`config.mk`:
```
export PLATFORM = sky130hd
export DESIGN_NAME = id_decode_stage_flat
export DESIGN_NICKNAME = d
export VERILOG_FILES = /design/src/rtl/id_decode_stage_if.sv /design/src/rtl/id_decode_stage.sv /design/src/flat_wrapper.sv
export SDC_FILE = /design/constraint.sdc
export NUM_CORES = 1
export LEC_CHECK = 0
export CAP_MARGIN = 10
export CORE_MARGIN = 1
export CORE_UTILIZATION = 52
export CTS_BUF_LIST = sky130_fd_sc_hd__clkbuf_4 sky130_fd_sc_hd__clkbuf_8 sky130_fd_sc_hd__clkbuf_16
export CTS_CLUSTER_DIAMETER = 40
export CTS_CLUSTER_SIZE = 40
export DETAILED_ROUTE_END_ITERATION = 7
export PLACE_DENSITY = 0.83
export SLEW_MARGIN = 10
export SYNTH_ARGS = -nofsm -noshare
export SYNTH_HDL_FRONTEND = slang
export SYNTH_SLANG_ARGS = --single-unit
```
`constraint.sdc`:
```
create_clock -name clk -period 2.15 [get_ports clk]
set_input_delay 0.645 -clock clk [delete_from_list [all_inputs] [get_ports clk]]
set_output_delay 0.645 -clock clk [all_outputs]
set_load 0.005 [all_outputs]
```
`src/rtl/id_decode_stage_if.sv`:
```
// Upstream (IF -> ID) and downstream (ID -> ID/EX) valid/ready bundle of the decode stage.
// The master side drives instructions in and consumes decoded entries; the slave side is the stage itself.
interface id_decode_stage_if #(
  parameter int PC_W = 32
);
  logic            in_valid;
  logic            in_ready;
  logic [31:0]     in_instr;
  logic [PC_W-1:0] in_pc;
  logic            out_valid;
  logic            out_ready;
  logic [31:0]     out_instr;
  logic [PC_W-1:0] out_pc;
  logic [21:0]     out_ctrl;

  modport master (
    output in_valid, in_instr, in_pc, out_ready,
    input  in_ready, out_valid, out_instr, out_pc, out_ctrl
  );

  modport slave (
    input  in_valid, in_instr, in_pc, out_ready,
    output in_ready, out_valid, out_instr, out_pc, out_ctrl
  );
endinterface

```
`src/rtl/id_decode_stage.sv`:
```
// Registered MIPS instruction-decode stage: combinational op/rt/funct decode captured into a
// two-entry elastic buffer (main + skid) so in_ready is a register independent of out_ready.
module id_decode_stage #(
  parameter int PC_W   = 32,
  parameter bit EXT_LS = 1'b1,
  parameter bit EXT_JR = 1'b1
) (
  input  logic              clk,
  input  logic              rst_n,
  input  logic              flush,
  id_decode_stage_if.slave  bus
);

  typedef enum logic [1:0] {ST_EMPTY, ST_ONE, ST_FULL} state_t;

  logic [5:0]  w_op;
  logic [4:0]  w_rt;
  logic [5:0]  w_funct;
  logic        w_regwrite, w_regdst, w_alusrc, w_branch, w_memwrite, w_memtoreg;
  logic        w_jump, w_jr, w_hassign, w_islui, w_link, w_illegal;
  logic [2:0]  w_aluop, w_mem_op, w_branch_op;
  logic [21:0] w_ctrl;
  logic        w_accept;
  logic        w_pop;

  state_t          r_state;
  logic            r_in_ready;
  logic            r_out_valid;
  logic [31:0]     r_main_instr;
  logic [PC_W-1:0] r_main_pc;
  logic [21:0]     r_main_ctrl;
  logic [31:0]     r_skid_instr;
  logic [PC_W-1:0] r_skid_pc;
  logic [21:0]     r_skid_ctrl;

  assign w_op    = bus.in_instr[31:26];
  assign w_rt    = bus.in_instr[20:16];
  assign w_funct = bus.in_instr[5:0];

  always_comb begin
    w_regwrite  = 1'b0;
    w_regdst    = 1'b0;
    w_alusrc    = 1'b0;
    w_branch    = 1'b0;
    w_memwrite  = 1'b0;
    w_memtoreg  = 1'b0;
    w_jump      = 1'b0;
    w_jr        = 1'b0;
    w_aluop     = 3'b000;
    w_hassign   = 1'b0;
    w_islui     = 1'b0;
    w_mem_op    = 3'b000;
    w_branch_op = 3'b000;
    w_link      = 1'b0;
    w_illegal   = 1'b0;
    case (w_op)
      6'h00: begin
        if (EXT_JR && w_funct == 6'b001000) begin
          w_jump = 1'b1;
          w_jr   = 1'b1;
        end else if (EXT_JR && w_funct == 6'b001001) begin
          w_regwrite = 1'b1;
          w_regdst   = 1'b1;
          w_jump     = 1'b1;
          w_jr       = 1'b1;
          w_link     = 1'b1;
        end else begin
          w_regwrite = 1'b1;
          w_regdst   = 1'b1;
          w_aluop    = 3'b010;
        end
      end
      6'h01: begin
        case (w_rt)
          5'd0, 5'd1, 5'd16, 5'd17: begin
            w_branch    = 1'b1;
            w_aluop     = 3'b001;
            w_branch_op = {2'b10, w_rt[0]};
            w_regwrite  = w_rt[4];
            w_link      = w_rt[4];
          end
          default: w_illegal = 1'b1;
        endcase
      end
      6'h02: w_jump = 1'b1;
      6'h03: begin
        w_regwrite = 1'b1;
        w_jump     = 1'b1;
        w_link     = 1'b1;
      end
      6'h04, 6'h05, 6'h06, 6'h07: begin
        w_branch = 1'b1;
        w_aluop  = 3'b001;
        case (w_op[1:0])
          2'b00:   w_branch_op = 3'b000;
          2'b01:   w_branch_op = 3'b001;
          2'b10:   w_branch_op = 3'b011;
          default: w_branch_op = 3'b010;
        endcase
      end
      6'h08, 6'h09, 6'h0A, 6'h0B, 6'h0C, 6'h0D, 6'h0E, 6'h0F: begin
        w_regwrite = 1'b1;
        w_alusrc   = 1'b1;
        w_hassign  = (w_op == 6'h0A);
        w_islui    = (w_op == 6'h0F);
        case (w_op[2:0])
          3'd2, 3'd3: w_aluop = 3'b011;
          3'd4:       w_aluop = 3'b100;
          3'd5:       w_aluop = 3'b101;
          3'd6:       w_aluop = 3'b110;
          default:    w_aluop = 3'b000;
        endcase
      end
      // Sub-word loads/stores are only legal when the LS extension is built in; LW/SW always are.
      6'h20, 6'h21, 6'h23, 6'h24, 6'h25: begin
        if (EXT_LS || w_op == 6'h23) begin
          w_regwrite = 1'b1;
          w_alusrc   = 1'b1;
          w_memtoreg = 1'b1;
          case (w_op[2:0])
            3'd0:    w_mem_op = 3'b110;
            3'd1:    w_mem_op = 3'b100;
            3'd4:    w_mem_op = 3'b111;
            3'd5:    w_mem_op = 3'b101;
            default: w_mem_op = 3'b000;
          endcase
        end else begin
          w_illegal = 1'b1;
        end
      end
      6'h28, 6'h29, 6'h2B: begin
        if (EXT_LS || w_op == 6'h2B) begin
          w_alusrc   = 1'b1;
          w_memwrite = 1'b1;
          case (w_op[1:0])
            2'd0:    w_mem_op = 3'b010;
            2'd1:    w_mem_op = 3'b001;
            default: w_mem_op = 3'b000;
          endcase
        end else begin
          w_illegal = 1'b1;
        end
      end
      default: w_illegal = 1'b1;
    endcase
  end

  // Listed fields total 21 bits; the MSB of the 22-bit bundle is reserved and always 0.
  assign w_ctrl = {1'b0, w_regwrite, w_regdst, w_alusrc, w_branch, w_memwrite, w_memtoreg,
                   w_jump, w_jr, w_aluop, w_hassign, w_islui, w_mem_op, w_branch_op,
                   w_link, w_illegal};

  assign w_accept = bus.in_valid & r_in_ready;
  assign w_pop    = r_out_valid & bus.out_ready;

  always_ff @(posedge clk or negedge rst_n) begin
    if (!rst_n) begin
      r_state      <= ST_EMPTY;
      r_in_ready   <= 1'b1;
      r_out_valid  <= 1'b0;
      r_main_instr <= '0;
      r_main_pc    <= '0;
      r_main_ctrl  <= '0;
      r_skid_instr <= '0;
      r_skid_pc    <= '0;
      r_skid_ctrl  <= '0;
    end else if (flush) begin
      r_state      <= ST_EMPTY;
      r_in_ready   <= 1'b1;
      r_out_valid  <= 1'b0;
      r_main_instr <= '0;
      r_main_pc    <= '0;
      r_main_ctrl  <= '0;
      r_skid_instr <= '0;
      r_skid_pc    <= '0;
      r_skid_ctrl  <= '0;
    end else begin
      case (r_state)
        ST_EMPTY: begin
          if (w_accept) begin
            r_main_instr <= bus.in_instr;
            r_main_pc    <= bus.in_pc;
            r_main_ctrl  <= w_ctrl;
            r_out_valid  <= 1'b1;
            r_state      <= ST_ONE;
          end
        end
        ST_ONE: begin
          if (w_pop && w_accept) begin
            r_main_instr <= bus.in_instr;
            r_main_pc    <= bus.in_pc;
            r_main_ctrl  <= w_ctrl;
          end else if (w_pop) begin
            r_out_valid <= 1'b0;
            r_state     <= ST_EMPTY;
          end else if (w_accept) begin
            r_skid_instr <= bus.in_instr;
            r_skid_pc    <= bus.in_pc;
            r_skid_ctrl  <= w_ctrl;
            r_in_ready   <= 1'b0;
            r_state      <= ST_FULL;
          end
        end
        ST_FULL: begin
          // in_ready is low here, so only the skid-to-main shift can happen.
          if (w_pop) begin
            r_main_instr <= r_skid_instr;
            r_main_pc    <= r_skid_pc;
            r_main_ctrl  <= r_skid_ctrl;
            r_in_ready   <= 1'b1;
            r_state      <= ST_ONE;
          end
        end
        default: begin
          r_state     <= ST_EMPTY;
          r_in_ready  <= 1'b1;
          r_out_valid <= 1'b0;
        end
      endcase
    end
  end

  assign bus.in_ready  = r_in_ready;
  assign bus.out_valid = r_out_valid;
  assign bus.out_instr = r_main_instr;
  assign bus.out_pc    = r_main_pc;
  assign bus.out_ctrl  = r_main_ctrl;

endmodule
```
`src/flat_wrapper.sv`:
```
// flat-port wrapper written by rule: the top's interface ports become plain ports
module id_decode_stage_flat 
#(
  parameter int PC_W   = 32,
  parameter bit EXT_LS = 1'b1,
  parameter bit EXT_JR = 1'b1
)
  (clk, rst_n, flush, bus_in_valid, bus_in_instr, bus_in_pc, bus_out_ready, bus_in_ready, bus_out_valid, bus_out_instr, bus_out_pc, bus_out_ctrl);
  id_decode_stage_if #(.PC_W(PC_W)) bus_i ();
  input  logic clk;
  input  logic rst_n;
  input  logic flush;
  input wire logic [$bits(bus_i.in_valid)-1:0] bus_in_valid;
  input wire logic [$bits(bus_i.in_instr)-1:0] bus_in_instr;
  input wire logic [$bits(bus_i.in_pc)-1:0] bus_in_pc;
  input wire logic [$bits(bus_i.out_ready)-1:0] bus_out_ready;
  output wire logic [$bits(bus_i.in_ready)-1:0] bus_in_ready;
  output wire logic [$bits(bus_i.out_valid)-1:0] bus_out_valid;
  output wire logic [$bits(bus_i.out_instr)-1:0] bus_out_instr;
  output wire logic [$bits(bus_i.out_pc)-1:0] bus_out_pc;
  output wire logic [$bits(bus_i.out_ctrl)-1:0] bus_out_ctrl;
  assign bus_i.in_valid = bus_in_valid;
  assign bus_i.in_instr = bus_in_instr;
  assign bus_i.in_pc = bus_in_pc;
  assign bus_i.out_ready = bus_out_ready;
  assign bus_in_ready = bus_i.in_ready;
  assign bus_out_valid = bus_i.out_valid;
  assign bus_out_instr = bus_i.out_instr;
  assign bus_out_pc = bus_i.out_pc;
  assign bus_out_ctrl = bus_i.out_ctrl;
  id_decode_stage #(.PC_W(PC_W), .EXT_LS(EXT_LS), .EXT_JR(EXT_JR)) u_core (.clk(clk), .rst_n(rst_n), .flush(flush), .bus(bus_i));
endmodule
```
# Yosys cells after proc, flatten, opt, wreduce, memory -nomap -nowiden
# Cells that the tools add are included.
# totals
word_cells	160
regBits	176
out_inout_bits	88
# op_classes
reduce_logical	24
bitwise_logic	2
n_mux	75
n_eq_ne	50
# op_table
cell	n
$mux 32	16
$pmux 32 s3	2
$mux 22	8
$pmux 22 s3	1
$eq 6x4->1 const B	10
$eq 6x6->1 const B	8
$pmux 3 s4	3
$eq 6x3->1 const B	4
$mux 1	24
$reduce_or 23->1	1
$reduce_and 4->1	4
$reduce_or 16->1	1
$ne 3x2->1 const B	5
$mux 2	7
$reduce_or 14->1	1
$eq 6x2->1 const B	2
$pmux 1 s3	4
$pmux 2 s3	2
$pmux 3 s2	2
$eq 5x5->1 const B	2
$eq 3x3->1 const B	3
$ne 2x2->1 const B	4
$reduce_or 4->1	2
$reduce_or 8->1	1
other kinds (23)	34

# Longest topological paths before layout
# Gate-level depths: netlist (run 1).
# depth
word_depth	9
depth_mapped	10
ltp_nobuf	7

# Least setup slack after synthesis (run 1)
# Ideal clock, no wire load.
# synth_path
path_type	input -> register
startpoint	input port bus_in_instr[27]
endpoint	register u_core.r_main_ctrl[0], in the netlist u_core.bus.out_ctrl[0]
arrival_time_ns	2.196
stages	8
setup_slack_ns	-0.140
cell_sequence	inv_1 > ha_1 > buf_6 > or4_4 > nand2_1 > o21ai_1 > or3_4 > a221oi_2
# synth_via
elab_chain_len	6
# synth_rtl
item	line	rtl
start: declaration	flat_wrapper.sv:14	input wire logic [$bits(bus_i.in_instr)-1:0] bus_in_instr;
$eq 6x2->1 (tied with other cells)	id_decode_stage.sv:56	case (w_op)
$reduce_or 23->1 (no line)	-	
$pmux 1 s2 *	id_decode_stage.sv:56	
$mux 22 (on tied branches)	id_decode_stage.sv:189, id_decode_stage.sv:180	
$pmux 22 s3 *	id_decode_stage.sv:178	case (r_state)
$mux 22 *	id_decode_stage.sv:167	end else if (flush) begin
end signal: assignment	id_decode_stage.sv:183	r_main_ctrl <= w_ctrl;
end signal: assignment	id_decode_stage.sv:192	r_main_ctrl <= w_ctrl;
end signal: assignment	id_decode_stage.sv:209	r_main_ctrl <= r_skid_ctrl;
end: declaration	id_decode_stage.sv:31	logic [21:0] r_main_ctrl;
# Mark *: on every way between the ends. The rest lies on a longest branch, timed or not. The select of a mux whose other input is x is not followed.
# A chain may end at the register's enable or synchronous reset.

# Worst setup path after layout (run 1)
# layout_path
startpoint	input port bus_in_instr[27]
endpoint	register u_core.r_main_ctrl[10], in the netlist u_core.bus.out_ctrl[10]
# layout_via
elab_chain_len	7
# layout_rtl
item	line	rtl
$eq 3x2->1	id_decode_stage.sv:106	case (w_op[2:0])
$reduce_or 2->1	id_decode_stage.sv:106	
$pmux 3 s4	id_decode_stage.sv:106	
$pmux 3 s4 *	id_decode_stage.sv:56	
$mux 22 (on tied branches)	id_decode_stage.sv:189, id_decode_stage.sv:180	
$pmux 22 s3 *	id_decode_stage.sv:178	
$mux 22 *	id_decode_stage.sv:167	
# Marks and branches as above.

==> impl_metrics.ini, run 1 <==
[routing]
drt_iter0_drc = 574
drc = 0
wire_per_inst_um = 16.7
viasPerCell = 5.60
firstDrtPassIters = 5
routed_wl_mm = 21.3
num_vias = 7134
ant_nets = 0

[sta]
min_period_ns = 2.12
period_share_pct = 98.4
drv_slew = 0
skew_ns = 0.00912
max_freq_ghz = 0.473
grt_setup_unrepaired = true
finalHoldViolations = 0
finalSetupViolCount = 0
worst_slack_ns = 0.0341

[pwr]
switchingPower_uw = 4690
comb_power_share_pct = 41.4
seqPwrFrac_pct = 34.8
pwr-share-clk_pct = 23.8
p_per_area_nw_per_um2 = 1220
leakage_uw = 0.00465
p_sw_share_pct = 34.1
ir_drop_mv = 0.659
internal_power_uw = 9050

[worst_setup_path]
critPathRequiredTime_ns = 2.45
worst_setup_path_start_kind = primary input
slowest_delay_ns = 0.60
crit_path_top_delay_cell = or4_4
crit_start = bus_in_instr[27]
crit_chain = buf_2, buf_6, inv_12, ha_4, or4_4, buf_12, a22oi_1, buf_4, nand3_1, o211ai_1, a21oi_1
end_kind = flip-flop
worstPathMaxFanout = 4
rr_startpoint = u_core.r_state[1]
arrival_ns = 2.42
worstSetupPathType = primary input to flip-flop

[global_route]
grt_max_degree = 88
grt_overflow_total = 0
grt_pass1_vias = 6888
track_usage_pct = 27.1
grt_pass1_wl_mm = 34.7
antenna_found_initial = 0

[run]
drv_cap = 0

[logic_synthesis]
syn_area_sq_um = 8200
yosysTopAreaCell = dfrtp_1
synth_commonest_cells = dfrtp_1, nand2_1, nor2_1
ys_seq_area_share_pct = 53.1
synth_edf_count = 0
synth-main-ff-cell = dfrtp_1
syn_nets = 944
ys_ff_latch = 174
synth_top_cell_area_share_pct = 52.8
yosysMostFrequentCell = dfrtp_1
ys_types = 56
async_flop_share_pct = 100
synth.top_cells.by_area = dfrtp_1, mux2i_1, nand2_1, a211oi_1, a21oi_1
syn_avg_cell_area_sq_um = 9.47
syn_inst = 866
yosys_warnings = 0

[finish]
syn_to_final_growth_pct = 37.2
diodes = 0
area.sequential_sq_um = 4360
multi_input_area_sq_um = 3640
num-fill-cells = 1082
drive_gt1_share_pct = 14.0
nets = 1127
fin_cells = 1273

[clocking]
clock_sinks = 174
cts_tree = built
cts_made_buffers = 17
clk_latency_ns = 0.43
clk_pin_slew_worst_paths_ns = 0.06
clockBufferDepth = 2
hold_buffers = 0
ctsHtreeMaxLevel = 4
root_buffer = clkbuf_16

[min_path]
worst_hold_path_type = primary input to asynchronous set/reset pin

[floorplanning]
core-area_sq_um = 15300
dieHeight_um = 128
io_pins = 157
die_width_um = 128
die_area_sq_um = 16300
std_cell_rows = 45
start_util_pct = 53.6

[place]
dp_hpwl_mm = 14.1
dp_cells = 1237
portBuffers = 155
place_ws_ns = -0.756
gp_congestion = 0.978

[outcome]
status = finished clean
## per-layer routing
layer | up-vias | routed length, um | GRT usage, %
met5 | - | 0 | 0
met1 | 3495 | 9450 | 36.8
li1 | 3390 | - | -
met2 | 227 | 10300 | 43.7
met4 | 0 | 282 | 8.65
met3 | 22 | 1240 | 5.70
## flip-flops by register name, indices dropped and copies added, names as in the netlist
name / flops
u_core.r_skid_instr: 32
u_core.bus.out_ctrl: 21
u_core.bus.in_ready: 1
u_core.r_skid_ctrl: 21
u_core.r_skid_pc: 32
u_core.bus.out_valid: 1
u_core.r_state: 2
u_core.bus.out_pc: 32
u_core.bus.out_instr: 32
## cell usage in the layout, fill, tap and decap left out, types with 5 or more instances in the layout
master,instances
nand3_1,5
dfrtp_1,172
a21oi_1,91
nor2_1,105
o21ai_0,12
inv_1,5
clkbuf_16,17
a211oi_1,70
mux2i_1,65
o22ai_1,5
o211ai_1,8
nand2_1,160
o21ai_1,5
clkdlybuf4s50_1,147
buf_4,70
buf_12,11
nor3_1,11
## worst max-delay path, delay by kind of cell
family	cells	cell delay (ns)
buffers and inverters	5	0.58
and+or+nand+nor	2	0.67
AOI/OAI and AO/OA	3	0.37
adders and majority gates	1	0.15
## path summary, 6_finish.rpt
path | slack, ns | cells past startpoint | to
worst max-delay path | 0.03 | 11 | u_core.bus.out_ctrl[10]
worst min-delay path | 0.13 | 1 | u_core.r_skid_ctrl[3]
worst max register to register | 0.16 | 7 | u_core.r_skid_ctrl[17]
worst min register to register | 0.50 | 2 | u_core.r_skid_ctrl[14]
max in group asynchronous | 1.39 | 2 | u_core.r_skid_instr[10]
min in group clk | 0.50 | 2 | u_core.r_skid_ctrl[14]
## stage by stage
| step | util (%) | TNS [ns] | total power, uW | area [sq um] | hold WS [ns] |
|---|---|---|---|---|---|
| after floorplan | - | -0.127 | 7580 | 8240 | 0.349 |
| after global placement | 68.5 | -27.26 | 10300 | 10500 | 0.460 |
| after detailed placement | 68.5 | -32.93 | 10400 | 10500 | 0.478 |
| after CTS | 72.9 | -0.0322 | 13800 | 11200 | 0.134 |
| after global routing | 73.5 | -0.0145 | 14600 | 11300 | 0.149 |
| final | 73.5 | 0 | 13700 | 11300 | 0.134 |
## logic make-up after synthesis
logic type                 count (synthesis)  synth area share [%]
muxes                                     66                  8.07
DFF                                      174                  53.1
adders and majority gates                  9                  1.37
and+or+nand+nor                          317                  16.4
xor gates and xnor gates                   2                 0.214
AOI/OAI and AO/OA                        216                  16.8
other                                      1                0.0457
buffers and inverters                     81                  4.04
## cell type report
class                   instances  share of cell area, %
inverters                       7                  0.345
flip-flops and latches        174                   38.7
well taps                     211                   2.35
clock buffers                  21                   4.27
clock inverters                11                   1.38
multi-input cells             611                   32.4
repair buffers                238                   20.6
## power groups by stage
stage | sequential [uW] | combinational [uW] | clock (uW)
floorplan | 4770 | 2810 | 0
global placement | 4780 | 5510 | 0
detailed placement | 4820 | 5620 | 0
CTS | 4780 | 5670 | 3310
global route | 4890 | 6260 | 3450
finish | 4790 | 5690 | 3270
## what timing repair did
item / 4_1_cts / 5_1_grt
setup buffers: 2 / 2
setup endpoints to repair: 20 / 64
pin swaps: 4 / 7
gates resized for setup: 12 / 17
Power figures use the tool's default switching activity.
==> run 2, diff against run 1 <==
==> constraint.sdc (replaced) <==
create_clock -name clk -period 2.1 [get_ports clk]
set_input_delay 0.63 -clock clk [delete_from_list [all_inputs] [get_ports clk]]
set_output_delay 0.63 -clock clk [all_outputs]
set_load 0.005 [all_outputs]
==> impl_metrics.ini, run 2 (synthesis results as in run 1) <==
[floorplanning]
dieHeight_um = 128
die_width_um = 128
start_util_pct = 53.6
core-area_sq_um = 15300
std_cell_rows = 45
io_pins = 157
die_area_sq_um = 16300

[worst_setup_path]
slowest_delay_ns = 0.58
cpLargestDelayFamily = buffers and inverters
critPathRequiredTime_ns = 1.47
worstPathMaxFanout = 4
crit_chain = clkdlybuf4s50_1
crit_path_top_delay_cell = clkdlybuf4s50_1
worst_setup_path_start_kind = flip-flop
end_kind = output pin
path_buf_inv = 1
worstSetupPathType = flip-flop to output pin
arrival_ns = 1.43

[sta]
finalSetupViolCount = 0
hold_ws_ns = 0.0596
skew_ns = 0.00529
finalHoldViolations = 0
drv_slew = 0
min_period_ns = 2.06
period_share_pct = 98.1
max_freq_ghz = 0.486

[clocking]
clock_sinks = 174
hold_buffers = 0
cts_tree = built
root_buffer = clkbuf_16
clk_pin_slew_worst_paths_ns = 0.06
clk_latency_ns = 0.43
clockBufferDepth = 2
cts_made_buffers = 17
ctsHtreeMaxLevel = 4

[run]
drv_cap = 0

[global_route]
grt_max_degree = 66
grt_pass1_wl_mm = 35.1
track_usage_pct = 27.4
antenna_found_initial = 0
grt_overflow_total = 0
grt_pass1_vias = 7093

[pwr]
comb_power_share_pct = 43.3
power_uw = 14400
seqPwrFrac_pct = 34.0
switchingPower_uw = 4950
p_per_area_nw_per_um2 = 1270
ir_drop_mv = 0.821
pwr-share-clk_pct = 22.7
leakage_uw = 0.00475
p_sw_share_pct = 34.2
internal_power_uw = 9500

[routing]
ant_nets = 0
wire_per_inst_um = 17.2
drc = 0
firstDrtPassIters = 5
routed_wl_mm = 22.0
viasPerCell = 5.69
num_vias = 7275
drt_iter0_drc = 594

[finish]
most-common-layout-cells = dfrtp_1, nand2_1, clkdlybuf4s50_1, nor2_1, a21oi_1
drive_gt1_share_pct = 15.1
final_common_cell = dfrtp_1
diodes = 0
syn_to_final_growth_pct = 39.0
nets = 1132

[outcome]
status = finished clean

[place]
gp_congestion = 0.928
dp_hpwl_mm = 14.1
portBuffers = 155

[min_path]
worst_hold_path_type = primary input to asynchronous set/reset pin
==> run 2: cell types whose count changed in the layout (fill, tap and decap cells not counted), sizes merged <==
cell and delta:
clkbuf +6, clkdlybuf4s50 -4, buf +3, dlymetal6s2s +3, clkinv -2, bufinv -1, clkinvlp -1, dlygate4sd2 +1
==> run 2: layout make-up <==
type,instances,area [sq um]
multi-input combinational,611,3670
timing repair buffer,243,2450
clock buffer,25,523
clock inverter,7,97.6
tap,211,264
sequential,174,4360
inverter,7,38.8
fill,1058,3910
==> run 2: metal layers <==
| layer | vias up | global-route usage (%) | share of wire [%] |
|---|---|---|---|
| met5 | - | 0 | 0 |
| met4 | 0 | 10.4 | 1.9 |
| met3 | 32 | 5.36 | 5.9 |
| met2 | 234 | 44.5 | 49 |
| met1 | 3610 | 36.6 | 43 |
| li1 | 3399 | - | - |
==> run 2: timing repair <==
item | CTS | global route
gates cloned | 0 | 2
buffers inserted | 3 | 3
pin swaps | 6 | 15
gates resized for setup | 15 | 26
endpoints found under the setup margin | 23 | 50
==> run 2: power by group through the flow <==
stage / clock network, uW / registers, uW / logic, uW
detailed placement: 0 / 4930 / 5860
floorplan: 0 / 4890 / 2880
global placement: 0 / 4900 / 5730
CTS: 3320 / 4890 / 5940
finish: 3280 / 4910 / 6260
global route: 3450 / 5010 / 6830
==> run 2: stage by stage <==
stage	std cells	setup slack [ns]	utilization [%]	setup TNS [ns]	area, sq um
floorplan	866	-0.112	-	-0.197	8240
global route	1278	-0.0110	74.5	-0.0110	11400
CTS	1273	-0.0286	73.5	-0.0286	11300
global placement	1238	-0.744	68.9	-35.06	10600
detailed placement	1238	-0.797	68.9	-42.18	10600
finish	1278	0.0407	74.5	0	11400
==> run 2: final timing paths <==
kind / from / to / slack [ns] / cells after the start
min in group clk: u_core.r_skid_ctrl[5] / u_core.r_skid_ctrl[5] / 0.49 / 2
setup reg to reg: u_core.r_state[0] / u_core.bus.out_instr[29] / 0.11 / 7
max in group asynchronous: rst_n / u_core.bus.out_pc[27] / 1.41 / 2
hold reg to reg: u_core.r_skid_ctrl[5] / u_core.r_skid_ctrl[5] / 0.49 / 2
setup / recovery: u_core.bus.out_valid / bus_out_valid / 0.04 / 1
hold / removal: rst_n / u_core.r_skid_ctrl[5] / 0.06 / 1
